==> src/rtl/csa_accum_ctrl_pkg.sv <==
// -----------------------------------------------------------------------------
// csa_accum_ctrl_pkg
//
// Shared definitions for the FMA carry-save accumulation slice.
//   - Default datapath width of one compressor group.
//   - Default maximum number of terms folded per operation.
//   - Default width of the term counter (must satisfy 2**CNT_W > MAX_TERMS).
//   - Encoding of the accumulation controller state.
// -----------------------------------------------------------------------------
package csa_accum_ctrl_pkg;

    // Width of one addend term, of the accumulator and of the result pair.
    localparam int GRP_WIDTH_DEF = 79;

    // Terms folded before an operation is forcibly terminated.
    localparam int MAX_TERMS_DEF = 16;

    // Counter width; 2**CNT_W_DEF must exceed MAX_TERMS_DEF so the count
    // can represent MAX_TERMS itself.
    localparam int CNT_W_DEF = 5;

    // Controller state. ACC folds incoming terms, DONE presents the result.
    typedef enum logic {
        ST_ACC  = 1'b0,
        ST_DONE = 1'b1
    } acc_state_t;

endpackage : csa_accum_ctrl_pkg

==> src/rtl/csa_accum_ctrl_compressor.sv <==
// -----------------------------------------------------------------------------
// compressor3_2_group
//
// One row of WIDTH full adders used as a 3:2 carry-save compressor.
// Purely combinational. The carry word comes out already shifted left by
// one position: the carry out of the MSB is discarded (arithmetic is modulo
// 2**WIDTH) and bit 0 of the carry word is the csign carry-in slot.
//
// Ports:
//   in1, in2, in3 : WIDTH-bit operands
//   csign         : carry-in injected at bit 0 of the carry word
//   s             : WIDTH-bit sum word
//   cout          : WIDTH-bit shifted carry word
// -----------------------------------------------------------------------------
module compressor3_2_group
    import csa_accum_ctrl_pkg::*;
#(
    parameter int WIDTH = GRP_WIDTH_DEF
) (
    input  logic [WIDTH-1:0] in1,
    input  logic [WIDTH-1:0] in2,
    input  logic [WIDTH-1:0] in3,
    input  logic             csign,
    output logic [WIDTH-1:0] s,
    output logic [WIDTH-1:0] cout
);

    // Majority of the lower WIDTH-1 bit positions only: the majority of the
    // top position would be shifted out of the group and never used.
    logic [WIDTH-2:0] maj;

    assign s   = in1 ^ in2 ^ in3;
    assign maj = (in1[WIDTH-2:0] & in2[WIDTH-2:0])
               | (in1[WIDTH-2:0] & in3[WIDTH-2:0])
               | (in2[WIDTH-2:0] & in3[WIDTH-2:0]);

    // Carries move up one weight; the free bit-0 slot carries csign.
    assign cout = {maj, csign};

endmodule : compressor3_2_group

==> src/rtl/csa_accum_ctrl.sv <==
// -----------------------------------------------------------------------------
// csa_accum_ctrl
//
// Folds a variable-length stream of addend terms into one carry-save pair
// (S, C) using a single shared 3:2 compressor row. Each accepted term is
// compressed together with the registered S and C; a negated term arrives
// already bitwise-inverted and its two's-complement +1 is injected through
// the compressor csign slot. At all times S + C equals the sum of the terms
// accepted so far (with the +1 corrections), modulo 2**GRP_WIDTH.
//
// An operation ends on an accepted term flagged in_last, or when the
// MAX_TERMS-th term is accepted (out_ovf is then set unless that term also
// carried in_last). The pair is then held on the outputs until out_ready,
// after which the accumulator is cleared and a new operation may start in
// the following cycle.
//
// Ports:
//   clk        : clock, all state updates on the rising edge
//   rst        : synchronous active-high reset, discards all partial state
//   in_valid   : a term is presented on in_data/in_neg/in_last
//   in_ready   : controller accepts a term this cycle (state ACC)
//   in_data    : addend term, already inverted if negated
//   in_neg     : term is negated; adds +1 via csign
//   in_last    : final term of the current operation
//   out_valid  : result pair valid (state DONE)
//   out_ready  : downstream takes the result
//   out_sum    : carry-save sum word
//   out_carry  : carry-save carry word, already shifted
//   out_terms  : number of terms folded into the result
//   out_ovf    : operation was cut off at MAX_TERMS without in_last
// -----------------------------------------------------------------------------
module csa_accum_ctrl
    import csa_accum_ctrl_pkg::*;
#(
    parameter int GRP_WIDTH = GRP_WIDTH_DEF,
    parameter int MAX_TERMS = MAX_TERMS_DEF,
    parameter int CNT_W     = CNT_W_DEF
) (
    input  logic                 clk,
    input  logic                 rst,
    input  logic                 in_valid,
    output logic                 in_ready,
    input  logic [GRP_WIDTH-1:0] in_data,
    input  logic                 in_neg,
    input  logic                 in_last,
    output logic                 out_valid,
    input  logic                 out_ready,
    output logic [GRP_WIDTH-1:0] out_sum,
    output logic [GRP_WIDTH-1:0] out_carry,
    output logic [CNT_W-1:0]     out_terms,
    output logic                 out_ovf
);

    localparam logic [CNT_W-1:0] MAX_CNT = CNT_W'(MAX_TERMS);

    acc_state_t state;
    acc_state_t state_next;

    logic [GRP_WIDTH-1:0] s_reg;
    logic [GRP_WIDTH-1:0] c_reg;
    logic [GRP_WIDTH-1:0] s_fold;
    logic [GRP_WIDTH-1:0] c_fold;
    logic [CNT_W-1:0]     count;
    logic [CNT_W-1:0]     count_inc;
    logic                 ovf;

    logic accept;     // a term is folded this cycle
    logic hit_max;    // the accepted term is term number MAX_TERMS
    logic finish;     // the accepted term closes the operation
    logic take;       // downstream consumes the result this cycle

    // -------------------------------------------------------------------------
    // Shared compressor row: the only arithmetic in the block.
    // -------------------------------------------------------------------------
    compressor3_2_group #(
        .WIDTH (GRP_WIDTH)
    ) u_csa (
        .in1   (s_reg),
        .in2   (c_reg),
        .in3   (in_data),
        .csign (in_neg),
        .s     (s_fold),
        .cout  (c_fold)
    );

    // Handshake qualifiers. Both depend only on registered state plus the
    // partner's valid/ready, so there is no combinational loop through the
    // handshake.
    assign accept    = in_valid  && (state == ST_ACC);
    assign take      = out_ready && (state == ST_DONE);
    assign count_inc = count + 1'b1;
    assign hit_max   = (count_inc == MAX_CNT);
    assign finish    = accept && (in_last || hit_max);

    // -------------------------------------------------------------------------
    // FSM: state register
    // -------------------------------------------------------------------------
    // NOTE: sequential state is assigned with non-blocking (<=) so every flop
    // samples pre-edge values regardless of process ordering.
    always_ff @(posedge clk) begin
        if (rst) begin
            state <= ST_ACC;
        end else begin
            state <= state_next;
        end
    end

    // -------------------------------------------------------------------------
    // FSM: next-state logic
    // -------------------------------------------------------------------------
    // NOTE: the default assignment at the top of every always_comb keeps each
    // path fully specified, so no latch is inferred.
    always_comb begin
        state_next = state;
        unique case (state)
            ST_ACC:  if (finish) state_next = ST_DONE;
            ST_DONE: if (take)   state_next = ST_ACC;
            default:             state_next = ST_ACC;
        endcase
    end

    // -------------------------------------------------------------------------
    // FSM: outputs
    // -------------------------------------------------------------------------
    always_comb begin
        in_ready  = 1'b0;
        out_valid = 1'b0;
        unique case (state)
            ST_ACC:  in_ready  = 1'b1;
            ST_DONE: out_valid = 1'b1;
            default: ;
        endcase
    end

    // -------------------------------------------------------------------------
    // Accumulator, counter and overflow flag
    // -------------------------------------------------------------------------
    // NOTE: every datapath register is reset and cleared explicitly; these
    // are plain flops (not a memory array), so clearing them costs nothing
    // and the outputs read a defined 0 between operations.
    always_ff @(posedge clk) begin
        if (rst || take) begin
            s_reg <= '0;
            c_reg <= '0;
            count <= '0;
            ovf   <= 1'b0;
        end else if (accept) begin
            s_reg <= s_fold;
            c_reg <= c_fold;
            count <= count_inc;
            // Only a term that reaches MAX_TERMS without in_last overflows;
            // earlier accepts write 0, which is the cleared value anyway.
            ovf   <= hit_max && !in_last;
        end
    end

    // Outputs come straight from registers.
    assign out_sum   = s_reg;
    assign out_carry = c_reg;
    assign out_terms = count;
    assign out_ovf   = ovf;

endmodule : csa_accum_ctrl

==> config.mk <==
export PLATFORM = sky130hd
export DESIGN_NAME = csa_accum_ctrl
export DESIGN_NICKNAME = d
export VERILOG_FILES = /design/src/rtl/csa_accum_ctrl_pkg.sv /design/src/rtl/csa_accum_ctrl_compressor.sv /design/src/rtl/csa_accum_ctrl.sv
export SDC_FILE = /design/constraint.sdc
export NUM_CORES = 1
export LEC_CHECK = 0
export CORE_MARGIN = 10
export CORE_UTILIZATION = 40
export CTS_BUF_LIST = sky130_fd_sc_hd__clkbuf_4
export CTS_CLUSTER_SIZE = 10
export DETAILED_ROUTE_END_ITERATION = 10
export PLACE_DENSITY = 0.76
export SETUP_SLACK_MARGIN = 0.1
export SLEW_MARGIN = 20
export SYNTH_ARGS = -nofsm -noshare
export SYNTH_HDL_FRONTEND = slang
export SYNTH_SLANG_ARGS = --single-unit
export TNS_END_PERCENT = 10
==> constraint.sdc <==
create_clock -name clk -period 1.74 [get_ports clk]
set_input_delay 0.348 -clock clk [delete_from_list [all_inputs] [get_ports clk]]
set_output_delay 0.348 -clock clk [all_outputs]
set_load 0.05 [all_outputs]
==> Yosys cells after proc, flatten, opt, wreduce, memory -nomap -nowiden <==
Index checks and enable logic that the tools add are counted.
{ "totals": {"reg_bits": 165, "output_inout_bits": 166} }
{ "op_classes": {"bitwise_logic": 8, "reduce_logical": 7, "n_mux": 5, "n_eq_ne": 1, "add_sub_neg": 1} }
{ "op_table": {"columns": ["operator", "n"], "rows": [
  ["bitwise AND 78 bit", 3],
  ["bitwise XOR 79 bit", 2],
  ["OR 78 bit", 2],
  ["adder 5 x 1 -> 5 bit, second input constant", 1],
  ["== test 5 bit, second input constant", 1],
  ["logical AND 1 bit", 4],
  ["2-to-1 mux 1 bit", 4],
  ["logical OR 1 bit", 2],
  ["one-hot mux 1 bit (2 select lines)", 1],
  ["zero test 1 bit", 1],
  ["inverter 1 bit", 1]
]} }

==> Longest topological paths before layout <==
Gate-level depths: netlist of run 1.
{ "logic_depth": {"depth_word": 6, "ltp_mapped": 6} }

==> Cells and area by module <==
A second synthesis of run 1 with hierarchy kept.
{ "hier_totals": {"cells_unflattened": 806, "hier_area_um2": 7349.5} }
{ "by_module_without_submodules": {"columns": ["mod", "cells_per_inst", "area_each_um2", "instances"], "rows": [
  ["csa_accum_ctrl", 726, 5756.8, 1],
  ["compressor3_2_group", 80, 1592.8, 1]
]} }

==> Worst setup path before layout of run 1 <==
No wires, ideal clock.
{ "synth_timing": {"path_type": "reg2reg", "start": "register state", "end": "register s_reg[47] (netlist: out_sum[47])", "n_path_buf": 2, "period_less_slack_ns": 1.894, "path_stages_with_launch": 7, "arrival_ns": 1.824, "setup_slack_ns": -0.154, "required_ns": 1.669, "path_cell_list": "dfxtp_1 > inv_1 > nand2_2 > buf_4 > buf_2 > nand2_1 > a21oi_1"} }
{ "synth_via": {"elab_chain_len": 2, "elab_cells_between_ends": 4, "classes_between": "bitwise: 1; reduce/logical: 3"} }
{ "synth_rtl": {"columns": ["item", "line", "rtl"], "rows": [
  ["start: declaration", "csa_accum_ctrl.sv:56", "acc_state_t state;"],
  ["start signal: assignment", "csa_accum_ctrl.sv:104", "state <= state_next;"],
  ["logical AND 1 bit or inverter 1 bit (tied branches)", null, null],
  ["logical OR 1 bit or logical AND 1 bit (tied branches)", "csa_accum_ctrl.sv:142, csa_accum_ctrl.sv:89", null],
  ["end signal: assignment", "csa_accum_ctrl.sv:148", "s_reg <= s_fold;"],
  ["end: declaration", "csa_accum_ctrl.sv:59", "logic [GRP_WIDTH-1:0] s_reg;"]
]} }
Parallel ways exist; a longest one is shown, timed or not.
A chain may end at the register's enable or synchronous reset.

==> Final worst setup path of run 1 <==
{ "layout_timing": {"start": "register count[0] (netlist: out_terms[0])", "end": "output out_terms[0]"} }
{ "layout_lines": {"columns": ["item", "line", "rtl"], "rows": [
  ["start: declaration", "csa_accum_ctrl.sv:63", "logic [CNT_W-1:0] count;"],
  ["start signal: assignment", "csa_accum_ctrl.sv:150", "count <= count_inc;"],
  ["end: declaration", "csa_accum_ctrl.sv:50", "output logic [CNT_W-1:0] out_terms,"]
]} }
No word-level cell between the ends.

==> flow_summary_export.csv, run 1 <==
group,metric,value,unit
global_routing,grt_pass1_vias,6444,
cells_and_area,n_fill_cell,1648,
power,p_leak,4.29,nW
die,die_h,155,um
timing,fin_crit_sh,90.5,%
place,dp_hpwl,15.5,mm
global_routing,antenna_found_initial,0,
logic_synthesis,syn_area_per_cell,9.10,um2
power,switchingPower,3.07,mW
die,start_util,40.7,%
detailed_routing,routed_via_density,4.89,
clocking,tritoncts,"done",
cells_and_area,drive_gt1_share,22.2,%
worst_setup_path,crit_family,"flip-flops",
worst_setup_path,worstPathMaxFanout,6,
clocking,cts_hold_buf,0,
worst_setup_path,reg2reg_from,"out_terms[0]",
timing,clock.fmax,635,MHz
cells_and_area,n_antenna_cell,0,
clocking,clk_latency,0.54,ns
clocking,clkSlewWorstSetupHoldPaths,0.14,ns
logic_synthesis,synthCells,806,
logic_synthesis,yosysWarnings,0,
global_routing,grt_use_total,16.7,%
logic_synthesis,yosysSeqAreaShare,45.1,%
detailed_routing,drc,0,
min_path,min_path_type,"in2reg",
clocking,cts_root_buffer,"clkbuf_4",
worst_setup_path,slowest_stage,"dfxtp_4",
worst_setup_path,crit_arrival,1.23,ns
timing,totalNegativeSetupSlack,0,ns
detailed_routing,drt-initial-drc-count,250,
die,core_region_area,0.0180,mm2
power,swShare,34.5,%
global_routing,grt_overflow,0,
place,port_buffers,250,
global_routing,grt_pass1_wl,33.3,mm
global_routing,grt_max_degree,43,
power,powerDensity,872,mW/mm2
die,die_area,0.0241,mm2
logic_synthesis,synth_cell_types,26,
timing,worst_pin_slew,0.276,ns
min_path,hold_start,"in_neg",
worst_setup_path,cp.required,1.39,ns
logic_synthesis,synth_seq_cells,165,
timing,rsz0062_at_grt,"true",
detailed_routing,dr_total_vias,6338,
place,globalplace.congestion,0.809,
timing,relSlewSlack,81.6,%
worst_setup_path,cp_num_buf_inv,2,
clocking,cts_max_path_buffers,2,
die,fp.dieW,155,um
detailed_routing,ant_nets,0,
logic_synthesis,netlist_area,0.00733,mm2
timing,clock_skew,0.0237,ns
detailed_routing,first_pass_iters,4,
logic_synthesis,syn_nets,971,
power,power.share.sequential,47.2,%
clocking,clock-sinks,165,
run_status,status,"finished clean",
clocking,htreeDepth,4,
worst_setup_path,critical_path_class,"reg2out",
power,pwr-share-comb,25.2,%
clocking,post_cts_buffers,0,
cells_and_area,nets,1219,
timing,slew_viol_final,0,
worst_setup_path,setup.worst_path.start,"out_terms[0]",
die,row_count,49,
cells_and_area,synthToLayoutAreaGrowth,39.6,%
flow_run,drv_cap,0,
power,p_int,5.85,mW
timing,setup_viol_count_final,0,
cells_and_area,fin_util,56.8,%
detailed_routing,routedWlPerCell,15.9,um
power,power_frac_clock,27.6,%
timing,period_minus_slack,1.57,ns
power,vdd_drop_max,0.000574,V
detailed_routing,wl,20.6,mm
timing,hold_viol,0,
worst_setup_path,cp-end-kind,"output pin",
worst_setup_path,slowest_delay,0.39,ns
die,ios,251,
worst_setup_path,worst_setup_path_start_kind,"register",
clocking,numCtsBuffers,17,
worst_setup_path,crit_chain,"buf_4 > buf_12",
## stage by stage
stage	instances	worst slack [ns]	power [mW]	hold slack (ns)	cell area, um2
floorplan	806	-0.0327	5.62	0.484	7330
global placement	1264	-0.0251	6.50	0.455	9920
detailed placement	1264	-0.0400	6.55	0.461	9920
CTS	1296	0.0915	9.03	0.317	10200
global route	1296	0.0682	9.36	0.319	10200
finish	1296	0.166	8.92	0.374	10200
## cell families (layout without fill, tap and decap cells)
kind of cell | after synthesis | in the layout | share of synthesized area [%]
and+or+nand+nor | 335 | 335 | 17.5
AOI/OAI and AO/OA | 166 | 166 | 11.5
DFF | 165 | 165 | 45.1
adders and majority gates | 80 | 80 | 21.6
buffers and inverters | 55 | 316 | 3.69
xor gates and xnor gates | 5 | 5 | 0.597
## cells in the mapped netlist, drive strengths merged
cell    instances  share of area [%]
or3             2               0.17
nand3           2               0.14
xor2            3               0.36
o22ai           1              0.085
and4b           1               0.14
nor2            6               0.31
nand4           1              0.085
a211oi          1               0.17
a21o            1               0.10
xnor2           2               0.24
and2            1              0.085
ha              2               0.34
o21ai           1              0.068
fa             78                 21
nand2         321                 16
clkbuf          8               0.41
dfxtp         165                 45
a21oi         161                 11
inv             2               0.10
buf            45                3.2
o31a            1               0.12
nor2b           1              0.085
## worst min-delay path, stage by stage
cell and delay (ns):
clkdlybuf4s50_1 0.41, nand2_1 0.07, a21oi_1 0.06
## state kept, by name (all words and copies together), names as in the netlist
register / flops
out_ovf: 1
out_terms: 5
out_sum: 79
state: 1
out_carry: 79
## layer usage
layer	up-vias	track usage, %	wire (um)
li1	3068	-	-
met5	-	0	0
met1	3048	20.5	8750
met4	0	4.95	355
met3	20	6.37	1670
met2	202	26.8	9870
## power groups by stage
stage / clock network (mW) / registers [mW] / logic [mW]
3_3_place_gp: 0 / 4.28 / 2.22
6_report: 2.47 / 4.21 / 2.25
5_1_grt: 2.68 / 4.25 / 2.44
4_1_cts: 2.55 / 4.21 / 2.27
2_1_floorplan: 0 / 4.98 / 0.639
3_5_place_dp: 0 / 4.29 / 2.26
## final cells by class
type	instances	area, um2	area share [%]
Clock inverter	14	174	1.70
Multi-Input combinational cell	586	3780	36.9
Sequential cell	165	3310	32.4
Clock buffer	18	135	1.32
Tap cell	229	287	2.80
Inverter	2	7.51	0.0734
Timing Repair Buffer	282	2540	24.8
## path summary, 6_finish.rpt
path,endpoint,cells after the start,slack (ns)
setup / recovery,out_terms[0],2,0.17
hold reg to reg,out_ovf,2,0.48
setup reg to reg,state,5,0.29
hold / removal,out_carry[0],3,0.37
## cell usage in the layout, fill, tap and decap left out, drive strengths merged
cell type        n
nand2          321
buf            198
dfxtp          165
a21oi          161
clkdlybuf4s50   84
fa              78
clkbuf          18
nor2             6
inv              6
clkinv           5
xor2             3
bufinv           3
xnor2            2
nand3            2
or3              2
ha               2
clkinvlp         2
nor2b            1
a21o             1
nand4            1
and2             1
and4b            1
o31a             1
a211oi           1
o21ai            1
o22ai            1
## timing repair
action                                  CTS  global route
gates resized for setup                   3             2
endpoints found under the setup margin    3            28
gates cloned                              0             0
Power figures use the tool's default switching activity.
==> run 2: changes to the inputs <==
GPL_TIMING_DRIVEN = 0   (was unset)
SYNTH_HIERARCHICAL = 1   (was unset)
==> run 2 against run 1 <==
  * Critical path depth did not move
  * Register-to-register slack got worse by 0.08 ns
  * Sequential power barely moved
  * Maximum frequency fell by 1.1%
  * Design area fell by 1.8%
  * Largest power group unchanged
==> flow_summary_export.csv, run 2 <==
group,metric,value,unit
run_status,status,"finished clean",
timing,worst_pin_slew,0.504,ns
clocking,htreeDepth,4,
detailed_routing,drt-initial-drc-count,275,
die,core_region_area,0.0180,mm2
timing,fin_crit_sh,91.5,%
cells_and_area,synthToLayoutAreaGrowth,36.7,%
worst_setup_path,cp-end-kind,"output pin",
min_path,min_path_type,"reg2reg",
power,p_leak,4.24,nW
worst_setup_path,worstPathMaxFanout,5,
timing,clock.fmax,628,MHz
worst_setup_path,critical_path_class,"reg2out",
logic_synthesis,yosysWarnings,6,
logic_synthesis,synthCells,806,
die,die_h,156,um
cells_and_area,most-common-layout-cells,"nand2_1, a21oi_1, buf_4, dfxtp_1, clkdlybuf4s50_1",
logic_synthesis,synth_seq_cells,165,
logic_synthesis,synth_top_area_share,44.9,%
logic_synthesis,synth_cell_types,28,
place,pre_cts_slack,-0.464,ns
logic_synthesis,async_flop_share,0,%
worst_setup_path,worst_setup_path_start_kind,"register",
global_routing,grt_overflow,0,
power,swShare,35.7,%
cells_and_area,final_common_cell,"nand2_1",
cells_and_area,fin_util,55.8,%
power,switchingPower,3.12,mW
logic_synthesis,syn_area_per_cell,9.12,um2
detailed_routing,first_pass_iters,5,
power,vdd_drop_max,0.000518,V
timing,rsz0062_at_grt,"true",
timing,hold_viol,0,
timing,setup_ws,0.148,ns
logic_synthesis,syn_nets,971,
clocking,cts_root_buffer,"clkbuf_4",
timing,clock_skew,0.0167,ns
logic_synthesis,yosysSeqAreaShare,44.9,%
timing,timing.hold.ws,0.490,ns
logic_synthesis,netlist_top_cells_count,"nand2_1, dfxtp_1, a21oi_1",
global_routing,grt_pass1_wl,35.3,mm
logic_synthesis,yosysMostFrequentCell,"nand2_1",
logic_synthesis,synth-edff-count,0,
global_routing,grt_max_degree,17,
global_routing,grt_use_total,18.1,%
cells_and_area,n_antenna_cell,0,
cells_and_area,final_cells,1319,
place,port_buffers,249,
worst_setup_path,crit_arrival,1.24,ns
detailed_routing,ant_nets,0,
power,power_frac_clock,27.1,%
clocking,clock-sinks,165,
clocking,cts_max_path_buffers,2,
power,pwr-share-comb,24.6,%
die,fp.dieW,156,um
global_routing,grt_pass1_vias,6402,
die,start_util,40.8,%
timing,setup_viol_count_final,0,
power,powerDensity,870,mW/mm2
power,power.share.sequential,48.3,%
detailed_routing,routed_via_density,4.89,
worst_setup_path,cp.required,1.39,ns
logic_synthesis,synth.area.top_cells,"dfxtp_1, fa_1, nand2_1",
detailed_routing,routedWlPerCell,16.9,um
place,dp_hpwl,16.9,mm
global_routing,antenna_found_initial,0,
logic_synthesis,synth_ff_type,"dfxtp_1",
power,p_int,5.62,mW
timing,totalNegativeSetupSlack,0,ns
logic_synthesis,netlist_area,0.00735,mm2
timing,slew_viol_final,0,
detailed_routing,drc,0,
place,placedCellCount,1284,
clocking,clkSlewWorstSetupHoldPaths,0.14,ns
die,die_area,0.0242,mm2
clocking,clk_latency,0.54,ns
clocking,numCtsBuffers,17,
timing,period_minus_slack,1.59,ns
flow_run,drv_cap,0,
clocking,tritoncts,"done",
detailed_routing,wl,22.3,mm
die,ios,251,
logic_synthesis,yosys.area.top_type,"dfxtp_1",
die,row_count,49,
detailed_routing,dr_total_vias,6447,
timing,relSlewSlack,66.4,%
place,globalplace.congestion,0.789,
cells_and_area,nets,1242,
cells_and_area,drive_gt1_share,23.2,%
-- run 2: per-layer routing --
layer  wire, um  track usage (%)
met1       9220             22.9
met2      10500             28.4
met3       2180             6.84
met4        340             4.95
met5          0                0
-- run 2: timing repair --
item	in CTS	in global routing
hold buffers	1	0
cloned	0	0
buffers inserted	1	1
gates resized for setup	986	17
endpoints found under the hold margin	1	0
pin swaps	0	0
setup endpoints to repair	188	112
-- run 2: logic make-up after synthesis --
family                   count (synthesis)  synth area share (%)
AO/OA/AOI/OAI                          168                  11.7
XOR/XNOR                                 4                 0.681
adder cells (fa/ha/maj)                 80                  21.6
buffers and inverters                   56                  3.75
flip-flops                             165                  44.9
AND/OR/NAND/NOR                        333                  17.3
-- run 2: worst max-delay path, cell delays in order (launching register included) --
cell and delay [ns]:
dfxtp_4 0.41, clkinvlp_4 0.12, buf_6 0.17
-- run 2: metrics by stage --
stage / cell area [um2] / total power [mW]
3_5_place_dp: 10100 / 6.53
3_3_place_gp: 10100 / 6.49
6_report: 10000 / 8.74
2_1_floorplan: 7360 / 5.63
4_1_cts: 10000 / 8.85
5_1_grt: 10000 / 9.24
-- run 2: power groups by stage --
stage / combinational, mW / clock, mW / sequential (mW)
global route: 2.33 / 2.63 / 4.27
finish: 2.15 / 2.37 / 4.22
CTS: 2.16 / 2.46 / 4.23
floorplan: 0.641 / 0 / 4.99
detailed placement: 2.23 / 0 / 4.31
global placement: 2.20 / 0 / 4.30
-- run 2: final timing paths --
path	start	to	slack, ns	cells past startpoint
setup / recovery	state	in_ready	0.15	2
hold / removal	out_carry[78]	out_carry[78]	0.49	2
setup reg to reg	out_terms[0]	state	0.21	5
hold reg to reg	out_carry[78]	out_carry[78]	0.49	2
-- run 2: area by class of cell --
class	count	area, um2
buffer	54	279
clock buffer	17	128
clock inverter	15	169
fill	1731	7980
inverter	2	11.3
multi-input combinational	585	3780
sequential	165	3310
tap	229	287
timing repair buffer	252	2080
==> run 3: changes to the inputs <==
SYNTH_HIERARCHICAL = unset   (was 1)
==> run 3 against run 2 <==
  * Routed wire length is 0.49% higher
  * Count of clock-buffer cells in the layout is 2 higher
  * Sequential share of layout area is 0.56 points higher
  * Design area is 1.7% lower
  * First-iteration DRC count is 22% lower
  * Worst setup slack better by 0.0084 ns
  * Critical path depth is 1 lower
  * Worst hold slack worse by 0.16 ns
==> flow_summary_export.csv, run 3 (synthesis results as in run 1) <==
group,metric,value,unit
cells_and_area,drive_gt1_share,22.0,%
global_routing,grt_max_degree,17,
detailed_routing,first_pass_iters,4,
die,core_region_area,0.0180,mm2
worst_setup_path,worstPathMaxFanout,3,
timing,relSlewSlack,66.2,%
clocking,post_cts_buffers,0,
worst_setup_path,crit_family,"flip-flops",
timing,clock_skew,0.0213,ns
worst_setup_path,worst_setup_path_start_kind,"register",
worst_setup_path,cp.required,1.39,ns
clocking,clock-sinks,165,
timing,worst_pin_slew,0.507,ns
place,placedCellCount,1285,
clocking,htreeDepth,4,
place,pre_cts_slack,-0.267,ns
detailed_routing,ant_nets,0,
global_routing,grt_pass1_vias,6458,
timing,period_minus_slack,1.58,ns
detailed_routing,routed_via_density,4.83,
timing,slew_viol_final,0,
detailed_routing,drc,0,
worst_setup_path,slowest_stage,"dfxtp_1",
detailed_routing,drt-initial-drc-count,214,
clocking,cts_max_path_buffers,2,
cells_and_area,most-common-layout-cells,"nand2_1, dfxtp_1, a21oi_1, buf_4, buf_2",
power,p_leak,4.22,nW
die,die_area,0.0241,mm2
detailed_routing,routedWlPerCell,17.0,um
clocking,numCtsBuffers,17,
worst_setup_path,slowest_delay,0.40,ns
cells_and_area,final_area,0.00987,mm2
cells_and_area,final_cells,1317,
cells_and_area,nets,1240,
die,die_h,155,um
global_routing,grt_overflow,0,
timing,clock.fmax,632,MHz
clocking,cts_root_buffer,"clkbuf_4",
worst_setup_path,cp-end-kind,"output pin",
timing,fin_crit_sh,91.0,%
place,globalplace.congestion,0.778,
global_routing,grt_pass1_wl,35.7,mm
timing,hold_viol,0,
worst_setup_path,cp_num_buf_inv,1,
timing,setup_ws,0.157,ns
detailed_routing,wl,22.4,mm
worst_setup_path,crit_chain,"buf_2",
global_routing,antenna_found_initial,0,
global_routing,grt_use_total,18.3,%
die,fp.dieW,155,um
min_path,min_path_type,"in2reg",
power,powerDensity,887,mW/mm2
die,start_util,40.7,%
clocking,tritoncts,"done",
flow_run,drv_cap,0,
die,row_count,49,
power,vdd_drop_max,0.000480,V
clocking,clkSlewWorstSetupHoldPaths,0.14,ns
cells_and_area,synthToLayoutAreaGrowth,34.7,%
clocking,clk_latency,0.54,ns
worst_setup_path,crit_arrival,1.24,ns
run_status,status,"finished clean",
timing,rsz0062_at_grt,"true",
timing,timing.hold.ws,0.330,ns
detailed_routing,dr_total_vias,6359,
cells_and_area,fin_util,54.8,%
place,port_buffers,250,
place,post_dp_cell_area,0.0101,mm2
die,ios,251,
cells_and_area,n_antenna_cell,0,
cells_and_area,final_common_cell,"nand2_1",
timing,setup_viol_count_final,0,
place,dp_hpwl,17.0,mm
worst_setup_path,critical_path_class,"reg2out",
## run 3: changes by cell type in the layout (fill, tap and decap cells not counted), moves of 2 or more
cell      before  now
buf_4        161  102
nand3_1        0    2
dfxtp_2        4    2
nor2_1         4    6
clkinv_4       4    1
clkbuf_1       9    7
buf_1          1    7
clkinv_1       1    3
buf_2         44   88
inv_8          2    0
dfxtp_1      160  162
clkbuf_4      20   31
## run 3: path summary, 6_finish.rpt
| path | startpoint | cells after the start | slack, ns | to |
|---|---|---|---|---|
| setup / recovery | out_carry[8] | 1 | 0.16 | out_carry[8] |
| hold / removal | in_neg | 3 | 0.33 | out_carry[0] |
| setup reg to reg | state | 6 | 0.22 | out_sum[20] |
| hold reg to reg | out_ovf | 2 | 0.48 | out_ovf |
## run 3: metal layers
metal	wire [um]	track usage [%]	up-vias	part of all wire (%)
li1	-	-	3111	-
met1	9620	23.0	3045	43
met2	10700	29.3	182	48
met3	1710	6.42	21	7.6
met4	329	4.90	0	1.5
met5	0	0	-	0
## run 3: metrics by stage
| step | setup TNS [ns] | power (mW) |
|---|---|---|
| 6_report | 0 | 8.75 |
| 3_3_place_gp | -28.23 | 6.50 |
| 5_1_grt | 0 | 9.22 |
| 4_1_cts | 0 | 8.85 |
| 3_5_place_dp | -31.64 | 6.55 |
| 2_1_floorplan | -0.0327 | 5.62 |
## run 3: where the power goes
group	leakage (nW)	switching [mW]	internal [mW]	total [mW]
clock	0.160	1.38	1.03	2.40
combinational	2.71	1.43	0.713	2.14
sequential	1.35	0.221	3.99	4.21
## run 3: cell type report
cell class	count	area, um2
inverters	2	7.51
clock inverters	13	154
flip-flops and latches	165	3310
well taps	229	287
repair buffers	250	1950
plain buffers	53	264
fillers	1761	8150
multi-input cells	586	3760
clock buffers	19	143
## run 3: what timing repair did
action	CTS	global route
hold buffers	0	0
setup endpoints to repair	166	104
gates resized for setup	924	32
